==> config.mk <==
export PLATFORM = sky130hd
export DESIGN_NAME = quad_encoder_frontend_flat
export DESIGN_NICKNAME = d
export VERILOG_FILES = /design/src/rtl/enc_pkg.sv /design/src/rtl/quad_encoder_frontend_if.sv /design/src/rtl/enc_glitch_filter.sv /design/src/rtl/quad_encoder_frontend.sv /design/src/flat_wrapper.sv
export SDC_FILE = /design/constraint.sdc
export NUM_CORES = 1
export LEC_CHECK = 0
export CORE_AREA = 2 2 70 72
export DETAILED_ROUTE_END_ITERATION = 6
export DIE_AREA = 0 0 72 74
export PLACE_DENSITY = 0.8
export SETUP_SLACK_MARGIN = 0.4
export SKIP_LAST_GASP = 1
export SYNTH_ARGS = -nofsm -noshare
export SYNTH_HDL_FRONTEND = slang
export SYNTH_HIERARCHICAL = 1
export SYNTH_SLANG_ARGS = --single-unit
==> constraint.sdc <==
create_clock -name CLK -period 2.9 [get_ports CLK]
set_input_delay 0.58 -clock CLK [delete_from_list [all_inputs] [get_ports CLK]]
set_output_delay 0.58 -clock CLK [all_outputs]
set_load 0.01 [all_outputs]
==> src/rtl/enc_pkg.sv <==
// Shared state encodings and quadrature transition decode for the encoder front end.
package enc_pkg;

   localparam logic [1:0] ENC_S00 = 2'b00;
   localparam logic [1:0] ENC_S01 = 2'b01;
   localparam logic [1:0] ENC_S11 = 2'b11;
   localparam logic [1:0] ENC_S10 = 2'b10;

   typedef enum logic [1:0] {
      ST_00 = ENC_S00,
      ST_01 = ENC_S01,
      ST_11 = ENC_S11,
      ST_10 = ENC_S10
   } enc_state_t;

   // Returns {legal, fwd}: legal when exactly one channel changed, fwd for the 00->01->11->10 order.
   function automatic logic [1:0] enc_dir(input logic [1:0] prev, input logic [1:0] cur);
      logic legal;
      logic fwd;
      legal = ^(prev ^ cur);
      case (prev)
         ENC_S00: fwd = (cur == ENC_S01);
         ENC_S01: fwd = (cur == ENC_S11);
         ENC_S11: fwd = (cur == ENC_S10);
         default: fwd = (cur == ENC_S00);
      endcase
      return {legal, fwd & legal};
   endfunction

endpackage

==> src/rtl/quad_encoder_frontend_if.sv <==
// Encoder pin inputs, control strobes and decoded outputs of the encoder front end.
interface quad_encoder_frontend_if #(
   parameter int unsigned POS_W = 16
);
   logic             enc_a;
   logic             enc_b;
   logic             clr_pos;
   logic             clr_err;
   logic             ticks;
   logic             step;
   logic             dir;
   logic [POS_W-1:0] pos;
   logic             err;
   logic             ready;

   modport master (
      output enc_a, enc_b, clr_pos, clr_err,
      input  ticks, step, dir, pos, err, ready
   );

   modport slave (
      input  enc_a, enc_b, clr_pos, clr_err,
      output ticks, step, dir, pos, err, ready
   );
endinterface

==> src/rtl/enc_glitch_filter.sv <==
// Per-channel glitch filter: output follows a synchronised input only after FILT_LEN stable cycles.
module enc_glitch_filter #(
   parameter int unsigned FILT_LEN = 4
) (
   input  logic CLK,
   input  logic RST_N,
   input  logic din_sync,
   output logic dout
);

   localparam int unsigned       CNT_W    = $clog2(FILT_LEN + 1);
   localparam logic [CNT_W-1:0]  CNT_LAST = CNT_W'(FILT_LEN - 1);

   logic [CNT_W-1:0] cnt;

   // Count consecutive differing cycles; accept the new level on the FILT_LEN-th one.
   always_ff @(posedge CLK or negedge RST_N) begin
      if (!RST_N) begin
         cnt  <= '0;
         dout <= 1'b0;
      end else if (din_sync != dout) begin
         if (cnt == CNT_LAST) begin
            dout <= din_sync;
            cnt  <= '0;
         end else begin
            cnt <= cnt + CNT_W'(1);
         end
      end else begin
         cnt <= '0;
      end
   end

endmodule

==> src/rtl/quad_encoder_frontend.sv <==
// Quadrature encoder front end: synchronise, glitch-filter and x4-decode channels A/B.
module quad_encoder_frontend
   import enc_pkg::*;
#(
   parameter int unsigned FILT_LEN = 4,
   parameter int unsigned POS_W    = 16
) (
   input  logic                    CLK,
   input  logic                    RST_N,
   quad_encoder_frontend_if.slave  bus
);

   localparam int unsigned      SU_W    = $clog2(FILT_LEN + 3);
   localparam logic [SU_W-1:0]  SU_LAST = SU_W'(FILT_LEN + 2);

   logic a_meta, a_sync, b_meta, b_sync;
   logic filt_a, filt_b;

   enc_state_t       state_q, state_d;
   logic             step_q, step_d;
   logic             dir_q, dir_d;
   logic [POS_W-1:0] pos_q, pos_d;
   logic             err_q, err_d;
   logic             ready_q, ready_d;
   logic             ticks_q, ticks_d;
   logic [SU_W-1:0]  su_q, su_d;
   logic [1:0]       cur;
   logic [1:0]       dec;

   // Two-flop synchronisers for the asynchronous encoder pins.
   always_ff @(posedge CLK or negedge RST_N) begin
      if (!RST_N) begin
         a_meta <= 1'b0;
         a_sync <= 1'b0;
         b_meta <= 1'b0;
         b_sync <= 1'b0;
      end else begin
         a_meta <= bus.enc_a;
         a_sync <= a_meta;
         b_meta <= bus.enc_b;
         b_sync <= b_meta;
      end
   end

   enc_glitch_filter #(.FILT_LEN(FILT_LEN)) u_filt_a (
      .CLK      (CLK),
      .RST_N    (RST_N),
      .din_sync (a_sync),
      .dout     (filt_a)
   );

   enc_glitch_filter #(.FILT_LEN(FILT_LEN)) u_filt_b (
      .CLK      (CLK),
      .RST_N    (RST_N),
      .din_sync (b_sync),
      .dout     (filt_b)
   );

   assign cur = {filt_a, filt_b};

   // State and output registers.
   always_ff @(posedge CLK or negedge RST_N) begin
      if (!RST_N) begin
         state_q <= ST_00;
         step_q  <= 1'b0;
         dir_q   <= 1'b0;
         pos_q   <= '0;
         err_q   <= 1'b0;
         ready_q <= 1'b0;
         ticks_q <= 1'b0;
         su_q    <= '0;
      end else begin
         state_q <= state_d;
         step_q  <= step_d;
         dir_q   <= dir_d;
         pos_q   <= pos_d;
         err_q   <= err_d;
         ready_q <= ready_d;
         ticks_q <= ticks_d;
         su_q    <= su_d;
      end
   end

   // Next state: track filtered pair, decode edges once seeded; clears lose to a new fault, win over a step.
   always_comb begin
      state_d = enc_state_t'(cur);
      step_d  = 1'b0;
      dir_d   = dir_q;
      pos_d   = pos_q;
      err_d   = err_q & ~bus.clr_err;
      ready_d = ready_q;
      ticks_d = filt_a;
      su_d    = su_q;
      dec     = enc_dir(state_q, cur);

      if (!ready_q) begin
         if (su_q == SU_LAST) begin
            ready_d = 1'b1;
         end else begin
            su_d = su_q + SU_W'(1);
         end
      end else if (state_q != cur) begin
         if (dec[1]) begin
            step_d = 1'b1;
            dir_d  = dec[0];
            pos_d  = dec[0] ? pos_q + POS_W'(1) : pos_q - POS_W'(1);
         end else begin
            err_d = 1'b1;
         end
      end

      if (bus.clr_pos) begin
         pos_d = '0;
      end
   end

   assign bus.ticks = ticks_q;
   assign bus.step  = step_q;
   assign bus.dir   = dir_q;
   assign bus.pos   = pos_q;
   assign bus.err   = err_q;
   assign bus.ready = ready_q;

endmodule

==> src/flat_wrapper.sv <==
// flat-port wrapper written by rule: the top's interface ports become plain ports
module quad_encoder_frontend_flat import enc_pkg::*;
#(
   parameter int unsigned FILT_LEN = 4,
   parameter int unsigned POS_W    = 16
)
  (CLK, RST_N, bus_enc_a, bus_enc_b, bus_clr_pos, bus_clr_err, bus_ticks, bus_step, bus_dir, bus_pos, bus_err, bus_ready);
  quad_encoder_frontend_if #(.POS_W(POS_W)) bus_i ();
  input  logic CLK;
  input  logic RST_N;
  input wire logic [$bits(bus_i.enc_a)-1:0] bus_enc_a;
  input wire logic [$bits(bus_i.enc_b)-1:0] bus_enc_b;
  input wire logic [$bits(bus_i.clr_pos)-1:0] bus_clr_pos;
  input wire logic [$bits(bus_i.clr_err)-1:0] bus_clr_err;
  output wire logic [$bits(bus_i.ticks)-1:0] bus_ticks;
  output wire logic [$bits(bus_i.step)-1:0] bus_step;
  output wire logic [$bits(bus_i.dir)-1:0] bus_dir;
  output wire logic [$bits(bus_i.pos)-1:0] bus_pos;
  output wire logic [$bits(bus_i.err)-1:0] bus_err;
  output wire logic [$bits(bus_i.ready)-1:0] bus_ready;
  assign bus_i.enc_a = bus_enc_a;
  assign bus_i.enc_b = bus_enc_b;
  assign bus_i.clr_pos = bus_clr_pos;
  assign bus_i.clr_err = bus_clr_err;
  assign bus_ticks = bus_i.ticks;
  assign bus_step = bus_i.step;
  assign bus_dir = bus_i.dir;
  assign bus_pos = bus_i.pos;
  assign bus_err = bus_i.err;
  assign bus_ready = bus_i.ready;
  quad_encoder_frontend #(.FILT_LEN(FILT_LEN), .POS_W(POS_W)) u_core (.CLK(CLK), .RST_N(RST_N), .bus(bus_i));
endmodule
==> metrics <==
outcome complete, no violations; data required time of the worst path 3.09 ns; Reg2Reg Launch Point u_core/u_filt_a/dout; Antenna Nets Post-Route 0; hold wc startpoint u_core/a_meta; #FFs+latches synth 37; RSZ-0062 raised after global routing true; critical path, cell by cell xnor2_2 > ha_4 > nand3_4 > buf_4 > ha_4 > a21oi_1 > a31oi_2 > a31o_2 > xnor2_2 > o31ai_2; Avg Cell Area, Syn 9.70 um2; worst-case clock buffer depth 2; fill count 335; First-pass DRT Iterations 4; post-synthesis mux area share under 10%; Hold EP u_core/a_sync; WL per Instance 16.5 um; top post-synthesis cells by area dfrtp_1, ha_1, xnor2_1; share of the synthesized area in the top cell type 41.7%; DIE HEIGHT between 70 and 80 um; Final #Nets 302; total number of vias 1928; chip width around 72 um; synthesized area 0.00222 mm2; Max Fclk 373 MHz; post-synthesis cell count ~230; GRT overflow 0; Worst Setup End Kind flop; Hold WC Path Type flop to flop; worst clock skew roughly 0.012 ns; CP Launch Type flop; residual DRC count 0; sequential fraction of the synthesis area around two fifths; htree depth 2; synth unique cells 47; layout cells sized above 1 about 28%; Num CTS Buffers 5; largest family of logic cells by synthesized area simple AND/OR/NAND/NOR gates; DR vias/cell 5.86; core area 0.00460 mm2; first-pass GRT wire length just over 8000 um; Clock Sink Count 37; GRT Overall Usage 19.7%; vias in the first global route 1713; Final setup violation count 0; Port Buffers 26; Iter 0 DRT Violations about 230; row count 25; Max FO, Critical Path 6; Final Hold Violating Endpoints 0; number of synthesized flops with an enable pin 0; Worst R2R End u_core/bus.pos[11]; Placer Congestion 0.906; ys flop type dfrtp_1; routed wire length 5440 um; io pins 27; max-slew violation count 0; Crit-path slowest cell dfrtp_2; ant diodes 0; clock-pin slew on the worst setup and hold paths 0.08 ns; Syn. warnings 6; largest net degree at the start of global routing 38; r2r setup slk 0.22 ns; initial antenna violation count 0; Mapped Nets 257; hold path cells 0; die area between 0.005 and 0.006 mm2; Worst R2R Path Depth 10; Post-Synth Simple-Gate Area 19.9%; Tmin final between 2 and 3 ns; Synth Area in Compound Gates 14.4%; root buffer cell clkbuf_8; Tightest Pin Transition 0.812 ns; Slew Limit Headroom 45.9%; xor-xnor portion of the synthesized cell area 6.70%; later-pin clock latency in the skew report 0.30 ns; TritonCTS clock tree built; # Max-Cap Violations 0; CP peak stage delay 0.46 ns; Starting Density 48.3%; HPWL after DPL 3130 um; most common cell in the synthesized netlist dfrtp_1; asr flop ratio synth 100%; CP Data Arrival Time 2.88 ns; area grow syn2layout 38.8%; Tcrit/Tclk final 92.5%; synth cell count leaders dfrtp_1, nand2_1, ha_1; Synth area leader dfrtp_1; Crit Path Category flop to flop; Post-Synth Adder-Cell Area 12.7%; total negative slack 0 ns
==> worst max-delay path: cells and delay by family (launching register included) <==
family | cells | cell delay, ns
compound gates | 4 | 0.89
fa+ha+maj | 2 | 0.55
flops | 1 | 0.46
xor+xnor | 2 | 0.32
buf+inv | 1 | 0.20
simple gates | 1 | 0.15
==> per-layer routing <==
metal  vias up  track usage (%)  routed length, um  share of wire, %
met1       932             26.6               2510                46
met4         0             7.97                106               1.9
met2        60             31.2               2580                47
met3        11             4.07                243               4.5
li1        925                -                  -                 -
met5         -                0                  0                 0
==> repair_timing <==
action / 4_1_cts / 5_1_grt
setup buffers: 5 / 10
resized for setup: 11 / 38
setup endpoints to repair: 11 / 10
hold buffers: 0 / 0
gates cloned: 2 / 0
pin swaps: 2 / 8
==> cells by family after synthesis <==
| family | after synthesis |
|---|---|
| AND/OR/NAND/NOR | 82 |
| buffers and inverters | 16 |
| adder cells (fa/ha/maj) | 22 |
| AO/OA/AOI/OAI | 52 |
| multiplexers | 3 |
| XOR/XNOR | 17 |
| flip-flops | 37 |
==> final cells by class <==
cell class	instances	area [um2]	area share, %
Multi-Input combinational cell	178	1550	50.2
Sequential cell	37	931	30.2
Timing Repair Buffer	45	422	13.7
Clock buffer	6	72.6	2.35
Tap cell	54	67.6	2.19
Inverter	7	26.3	0.852
Clock inverter	2	15.0	0.487
==> how the worst max path moves through the flow <==
| stage | to | from | cells past startpoint | slack (ns) |
|---|---|---|---|---|
| after global placement | u_core/bus.pos[9] | u_core/u_filt_b/dout | 10 | 0.15 |
| after global routing | u_core/bus.pos[9] | u_core/u_filt_a/dout | 10 | 0.13 |
| after CTS | u_core/bus.pos[9] | u_core/u_filt_b/dout | 10 | 0.30 |
| after floorplan | u_core/bus.pos[9] | u_core/state_q[1] | 10 | 0.34 |
| final | u_core/bus.pos[11] | u_core/u_filt_a/dout | 10 | 0.22 |
| after detailed placement | u_core/bus.pos[9] | u_core/u_filt_b/dout | 10 | 0.06 |
==> layout by cell type (no fill, tap or decap), types with 5 or more instances in the layout <==
cell type and instances:
nand4_1 5, nor3_1 5, nand2_1 26, a31oi_1 5, inv_1 7, xnor2_1 10, a21oi_1 12, a21oi_2 6
nor2_1 6, nand3_1 12, clkdlybuf4s50_1 25, ha_4 11, buf_4 15, ha_1 6, clkbuf_8 5, dfrtp_1 33
==> sequential cells by signal (all words and copies together) (netlist names), 2 cells and up <==
signal,flops
u_core/state_q,2
u_core/bus.pos,16
u_core/u_filt_a/cnt,3
u_core/su_q,3
u_core/u_filt_b/cnt,3
==> through the flow <==
stage	setup slack (ns)	std cells	utilization (%)	instance area (um2)	hold WS, ns
finish	0.216	329	67.0	3080	0.354
global route	0.129	329	67.0	3080	0.370
global placement	0.149	304	56.0	2580	0.335
floorplan	0.337	229	-	2270	0.284
CTS	0.300	319	60.4	2780	0.357
detailed placement	0.0625	304	56.0	2580	0.339
Power is left out: the tool's default activity adds up to more than one toggle a clock period on the data nets, which glitch-free logic cannot reach.
==> variant 1 (same settings) <==
`FILT_LEN` is set to 4 in 3 places; all go to 2.
--- a/src/rtl/enc_glitch_filter.sv
+++ b/src/rtl/enc_glitch_filter.sv
@@ -2,3 +2,3 @@
 module enc_glitch_filter #(
-   parameter int unsigned FILT_LEN = 4
+   parameter int unsigned FILT_LEN = 2
 ) (
--- a/src/rtl/quad_encoder_frontend.sv
+++ b/src/rtl/quad_encoder_frontend.sv
@@ -4,3 +4,3 @@
 #(
-   parameter int unsigned FILT_LEN = 4,
+   parameter int unsigned FILT_LEN = 2,
    parameter int unsigned POS_W    = 16
--- a/src/flat_wrapper.sv
+++ b/src/flat_wrapper.sv
@@ -3,3 +3,3 @@
 #(
-   parameter int unsigned FILT_LEN = 4,
+   parameter int unsigned FILT_LEN = 2,
    parameter int unsigned POS_W    = 16
Formal check against the unedited RTL: not equivalent (a bounded check fails within 10 cycles, from zero or initial values and one cycle with RST_N low).
==> variant 1 against the original RTL <==
  * Worst setup slack better by 1.8 ps
  * Wire length up 8.2%
  * Count of clock-buffer cells in the layout unchanged
  * Clock skew down 8.9 ps
  * Final area down 0.53%
  * Sequential cell count down 2
  * Synthesized cell count down 2.2%
  * Highest routed layer unchanged
  * Synthesized area down 3.7%
  * Maximum frequency about the same
Power is not shown: default switching activity piles up to over one toggle a cycle in this logic, so the estimate is an artifact.
==> variant 1: results (changes against the original RTL) <==
CTS max path bufs 2 (unchanged); clk slew on worst S/H paths 80 ps (about the same); pre-CTS WS 90.0 ps (+27.5 ps); Synth area leaders dfrtp_1 41%, ha_1 11%, xnor2_1 5.7%, nand2_1 4.7%, a21oi_1 4.2%; H-tree depth 2 (unchanged); Worst Reg-to-Reg Cells 11 (+1); ratio of cells with drive above 1 in the final layout 28.7% (+0.67 points); Final HPWL DP 3290 µm (+5.2%); register area share after synthesis 40.9% (-0.75 points); HP Class reg2reg; vias per cell 6.01 (+2.6%); CP max stage cell dfrtp_2; Final GP Congestion 0.931 (+2.8%); iteration-0 DRC count of the detailed router 272 (+20%); vias in the first global route 1886 (+10%); ys flop type dfrtp_1; Worst Hold Depth 0 (unchanged); Rel. slew slack 66.3% (+20 points); GRT Total Usage 21.3% (+1.7 points); diode count 0 (unchanged); syn nets 250 (-2.7%); share of the synthesized area in the top cell type 40.9% (-0.75 points); Filler cells 325 (-3.0%); first-pass GRT wire length 8810 µm (+8.8%); Commonest cells post-synth 35 x dfrtp_1, 27 x nand2_1, 19 x ha_1; largest net degree at the start of global routing 36 (-5.3%); status finished clean; FFs w/ async S/R, synth 100% (unchanged); number of flip-flops in the largest register 16 (unchanged); final net count 304 (+0.66%); Crit path arrival time 2890 ps (about the same); Total Wirelength 5890 µm (+8.2%); Final Skew 3.45 ps (-8.91 ps); max incr delay on CP between 400 and 500 ps
## variant 1: cell count changes after synthesis
cell | unedited run | this run
nor3b_1 | 4 | 2
nor3_1 | 5 | 3
nor2_1 | 6 | 8
mux2_4 | 0 | 2
mux2_2 | 2 | 0
inv_1 | 7 | 8
ha_1 | 21 | 19
dfrtp_1 | 37 | 35
## variant 1: layout make-up
class                      count  share of cell area, %
clock buffer                   6                   2.69
clock inverter                 2                   1.26
inverter                       8                  0.979
multi-input combinational    174                   48.5
sequential                    35                   28.7
tap                           54                   2.20
timing repair buffer          54                   15.7
## variant 1: kinds of logic after synthesis
family | after synthesis | synth area share, %
buf+inv | 17 | 3.33
simple gates | 80 | 19.9
flops | 35 | 40.9
mux | 3 | 1.87
xor+xnor | 17 | 6.96
fa+ha+maj | 20 | 12.0
compound gates | 52 | 15.0
## variant 1: path summary, 6_finish.rpt
| kind | slack (ps) | to | startpoint |
|---|---|---|---|
| max in group asynchronous | 1880 | u_core/u_filt_b/dout | RST_N |
| setup reg to reg | 220 | u_core/bus.pos[11] | u_core/u_filt_b/dout |
| hold reg to reg | 350 | u_core/b_sync | u_core/b_meta |
| hold / removal | 350 | u_core/b_sync | u_core/b_meta |
| min in group asynchronous | 690 | u_core/bus.ready | RST_N |
| setup / recovery | 220 | u_core/bus.pos[11] | u_core/u_filt_b/dout |
## variant 1: timing repair
action / CTS / global route
buffers inserted: 7 / 14
resized for setup: 14 / 30
endpoints found under the setup margin: 11 / 11
pin swaps: 7 / 19
gates cloned: 2 / 0
## variant 1: per-stage QoR
step / instance area (µm²) / utilization (%) / cells
after global placement: 2520 / 54.9 / 302
after floorplan: 2190 / - / 224
after global routing: 3070 / 66.7 / 333
after CTS: 2810 / 61.2 / 319
final: 3070 / 66.7 / 333
after detailed placement: 2520 / 54.9 / 302
## variant 1: worst max-delay path, delay by kind of cell, from the launching register on
family | cells | cell delay [ps]
simple gates | 1 | 150
flops | 1 | 450
xor+xnor | 2 | 280
compound gates | 5 | 960
fa+ha+maj | 2 | 580
buf+inv | 1 | 150
## variant 1: metal layers
layer / share of wire [%] / vias up / track usage, %
li1: - / 921 / -
met1: 41 / 975 / 27.3
met2: 50 / 87 / 36.4
met3: 5.4 / 19 / 5.01
met4: 3.3 / 0 / 6.29
met5: 0 / - / 0
==> variant 2 (same settings) <==
Made on the original files. Make the reset (`RST_N`) synchronous in 3 clocked blocks. Comments in the files are not updated.
--- a/src/rtl/enc_glitch_filter.sv
+++ b/src/rtl/enc_glitch_filter.sv
@@ -16,3 +16,3 @@
    // Count consecutive differing cycles; accept the new level on the FILT_LEN-th one.
-   always_ff @(posedge CLK or negedge RST_N) begin
+   always_ff @(posedge CLK) begin
       if (!RST_N) begin
--- a/src/rtl/quad_encoder_frontend.sv
+++ b/src/rtl/quad_encoder_frontend.sv
@@ -30,3 +30,3 @@
    // Two-flop synchronisers for the asynchronous encoder pins.
-   always_ff @(posedge CLK or negedge RST_N) begin
+   always_ff @(posedge CLK) begin
       if (!RST_N) begin
@@ -61,3 +61,3 @@
    // State and output registers.
-   always_ff @(posedge CLK or negedge RST_N) begin
+   always_ff @(posedge CLK) begin
       if (!RST_N) begin
Behaviour: differs if RST_N is asserted again (counterexample within 10 cycles, from zero or initial values and one cycle with RST_N low); with RST_N held inactive, the same outputs for 10 cycles.
==> variant 2 against the original RTL <==
  * Synthesized area shrank 2.3%
  * Global-route usage is 0.26 points lower
  * Sequential cell count unchanged
  * Wire length is 5.6% lower
  * Count of clock-buffer cells in the layout is 1 lower
  * Final area fell by 3.2%
  * Critical path depth is 1 higher
  * First-iteration DRC count is 59% lower
  * Synthesized cell count did not move
  * Worst setup slack got worse by 31 ps
Power is left out: it rests on default switching activity, and per cell area and clock period it moved more than threefold.
==> variant 2: results (changes against the original RTL) <==
ys flop type dfxtp_1; Final GP Congestion 0.854 (-5.7%); vias 1846 (-4.3%); Worst Hold Depth 1 (+1); syn nets 257 (unchanged); worst-path maximum fanout 4 (-2); Cells after Synth 229 (unchanged); port bufs 26 (unchanged); status finished clean; CTS max path bufs 2 (unchanged); CP max stage cell o21ai_0; Fin. Hold Viols 0 (unchanged); Commonest cells post-synth 37 x dfxtp_1, 21 x ha_1, 19 x nand2_1; Finished Layout Cells 333 (+1.2%); H-tree depth 2 (unchanged); Worst-Skew Late Latency 300 ps (about the same); max incr delay on CP 420 ps (-40 ps); worst hold path endpoint u_core/u_filt_b/cnt[0]; pre-CTS WS 119 ps (+56.5 ps); mux cell area share after synthesis 1.85% (+0.38 points); worst hold slack 436 ps (+81.6 ps); post-synthesis compound-gate area fraction 19.6% (+5.1 points); clk root buf clkbuf_8; r2r setup slk 190 ps (-30 ps); Crit path arrival time 2950 ps (+70 ps); Filler cells 342 (+2.1%); register area share after synthesis 34.1% (-7.5 points); clk slew on worst S/H paths 80 ps (about the same); number of flip-flops in the largest register 16 (unchanged); Synth area leaders dfxtp_1 34%, ha_1 12%, xnor2_1 4.8%, a21oi_1 3.5%, nand2_1 3.3%; endpoint of the worst register-to-register path u_core/bus.pos[14]; Synth Warn # 6 (unchanged); Num CTS Buffers 5 (unchanged); unique cell type count in the Yosys netlist 52 (+11%); FFs w/ async S/R, synth 0% (-100 points); Post-Synth XOR/XNOR Area 6.06% (-0.65 points); largest net degree at the start of global routing 20 (-47%); min-delay src u_core/u_filt_b/cnt[0]; Rel. slew slack 65.7% (+20 points); Worst Reg-to-Reg Cells 11 (+1); initial antenna violation count 0 (unchanged); HP Class reg2reg; diode count 0 (unchanged); iteration-0 DRC count of the detailed router 93 (-59%); placed insts 308 (+1.3%); Synth Area in Adders 13.0% (+0.30 points); Worst R2R Start u_core/u_filt_b/dout; vias in the first global route 1748 (+2.0%); Final Skew 5.53 ps (-6.84 ps); Final HPWL DP 3020 µm (-3.6%); routed length per instance 15.4 µm (-6.7%); first-pass GRT wire length 8010 µm (-1.1%); First-pass DRT Iterations 4 (unchanged); ratio of cells with drive above 1 in the final layout 26.5% (-1.5 points); GRT Total Usage 19.4% (-0.26 points)
-- variant 2: cell types whose count changed after synthesis, moves of 6 or more --
| cell | delta |
|---|---|
| dfrtp_1 | -37 |
| dfxtp_1 | +37 |
| nand2_1 | -8 |
| a31oi_1 | -7 |
| clkbuf_1 | -6 |
| nor2_1 | +6 |
-- variant 2: logic make-up after synthesis --
| family | after synthesis |
|---|---|
| adders and majority gates | 22 |
| DFF | 37 |
| AOI/OAI and AO/OA | 56 |
| and+or+nand+nor | 81 |
| buffers and inverters | 14 |
| muxes | 4 |
| xor gates and xnor gates | 15 |
-- variant 2: metal layers --
| layer | vias to the layer above | GRT usage [%] | wire [µm] |
|---|---|---|---|
| li1 | 925 | - | - |
| met1 | 854 | 23.3 | 2220 |
| met2 | 51 | 32.6 | 2520 |
| met3 | 16 | 5.42 | 231 |
| met4 | 0 | 8.81 | 161 |
| met5 | - | 0 | 0 |
-- variant 2: worst max path at each step --
stage | cells after the start | end | slack, ps | startpoint
after floorplan | 10 | u_core/bus.pos[15] | 360 | u_core/state_q[1]
after global placement | 10 | u_core/bus.pos[15] | 150 | u_core/u_filt_a/dout
final | 11 | u_core/bus.pos[14] | 190 | u_core/u_filt_b/dout
after CTS | 10 | u_core/bus.pos[14] | 240 | u_core/u_filt_b/dout
after global routing | 12 | u_core/bus.pos[14] | 110 | u_core/u_filt_b/dout
after detailed placement | 10 | u_core/bus.pos[15] | 120 | u_core/u_filt_a/dout
-- variant 2: cell type report --
type                       instances  area, µm²  share of cell area, %
clock buffer                       5       68.8                   2.31
clock inverter                     3       46.3                   1.55
inverter                           9       33.8                   1.13
multi-input combinational        179       1590                   53.4
sequential                        37        753                   25.2
tap                               54       67.6                   2.26
timing repair buffer              46        422                   14.1
-- variant 2: worst max-delay path: cells and delay by family, from the launching register on --
family                     cells  cell delay (ps)
buffers and inverters          2              350
DFF                            1              380
xor gates and xnor gates       1              150
AOI/OAI and AO/OA              3              880
adders and majority gates      2              560
and+or+nand+nor                3              320
-- variant 2: repair_timing --
item	CTS	global route
endpoints found under the setup margin	9	11
resized for setup	21	15
buffers inserted	6	10
cloned	1	0
endpoints found under the hold margin	0	0
pin swaps	6	15
-- variant 2: metrics by stage --
step | utilization [%] | cell area [µm²]
after detailed placement | 54.7 | 2520
after global routing | 64.9 | 2990
after floorplan | - | 2210
after global placement | 54.7 | 2520
final | 64.9 | 2990
after CTS | 61.8 | 2840
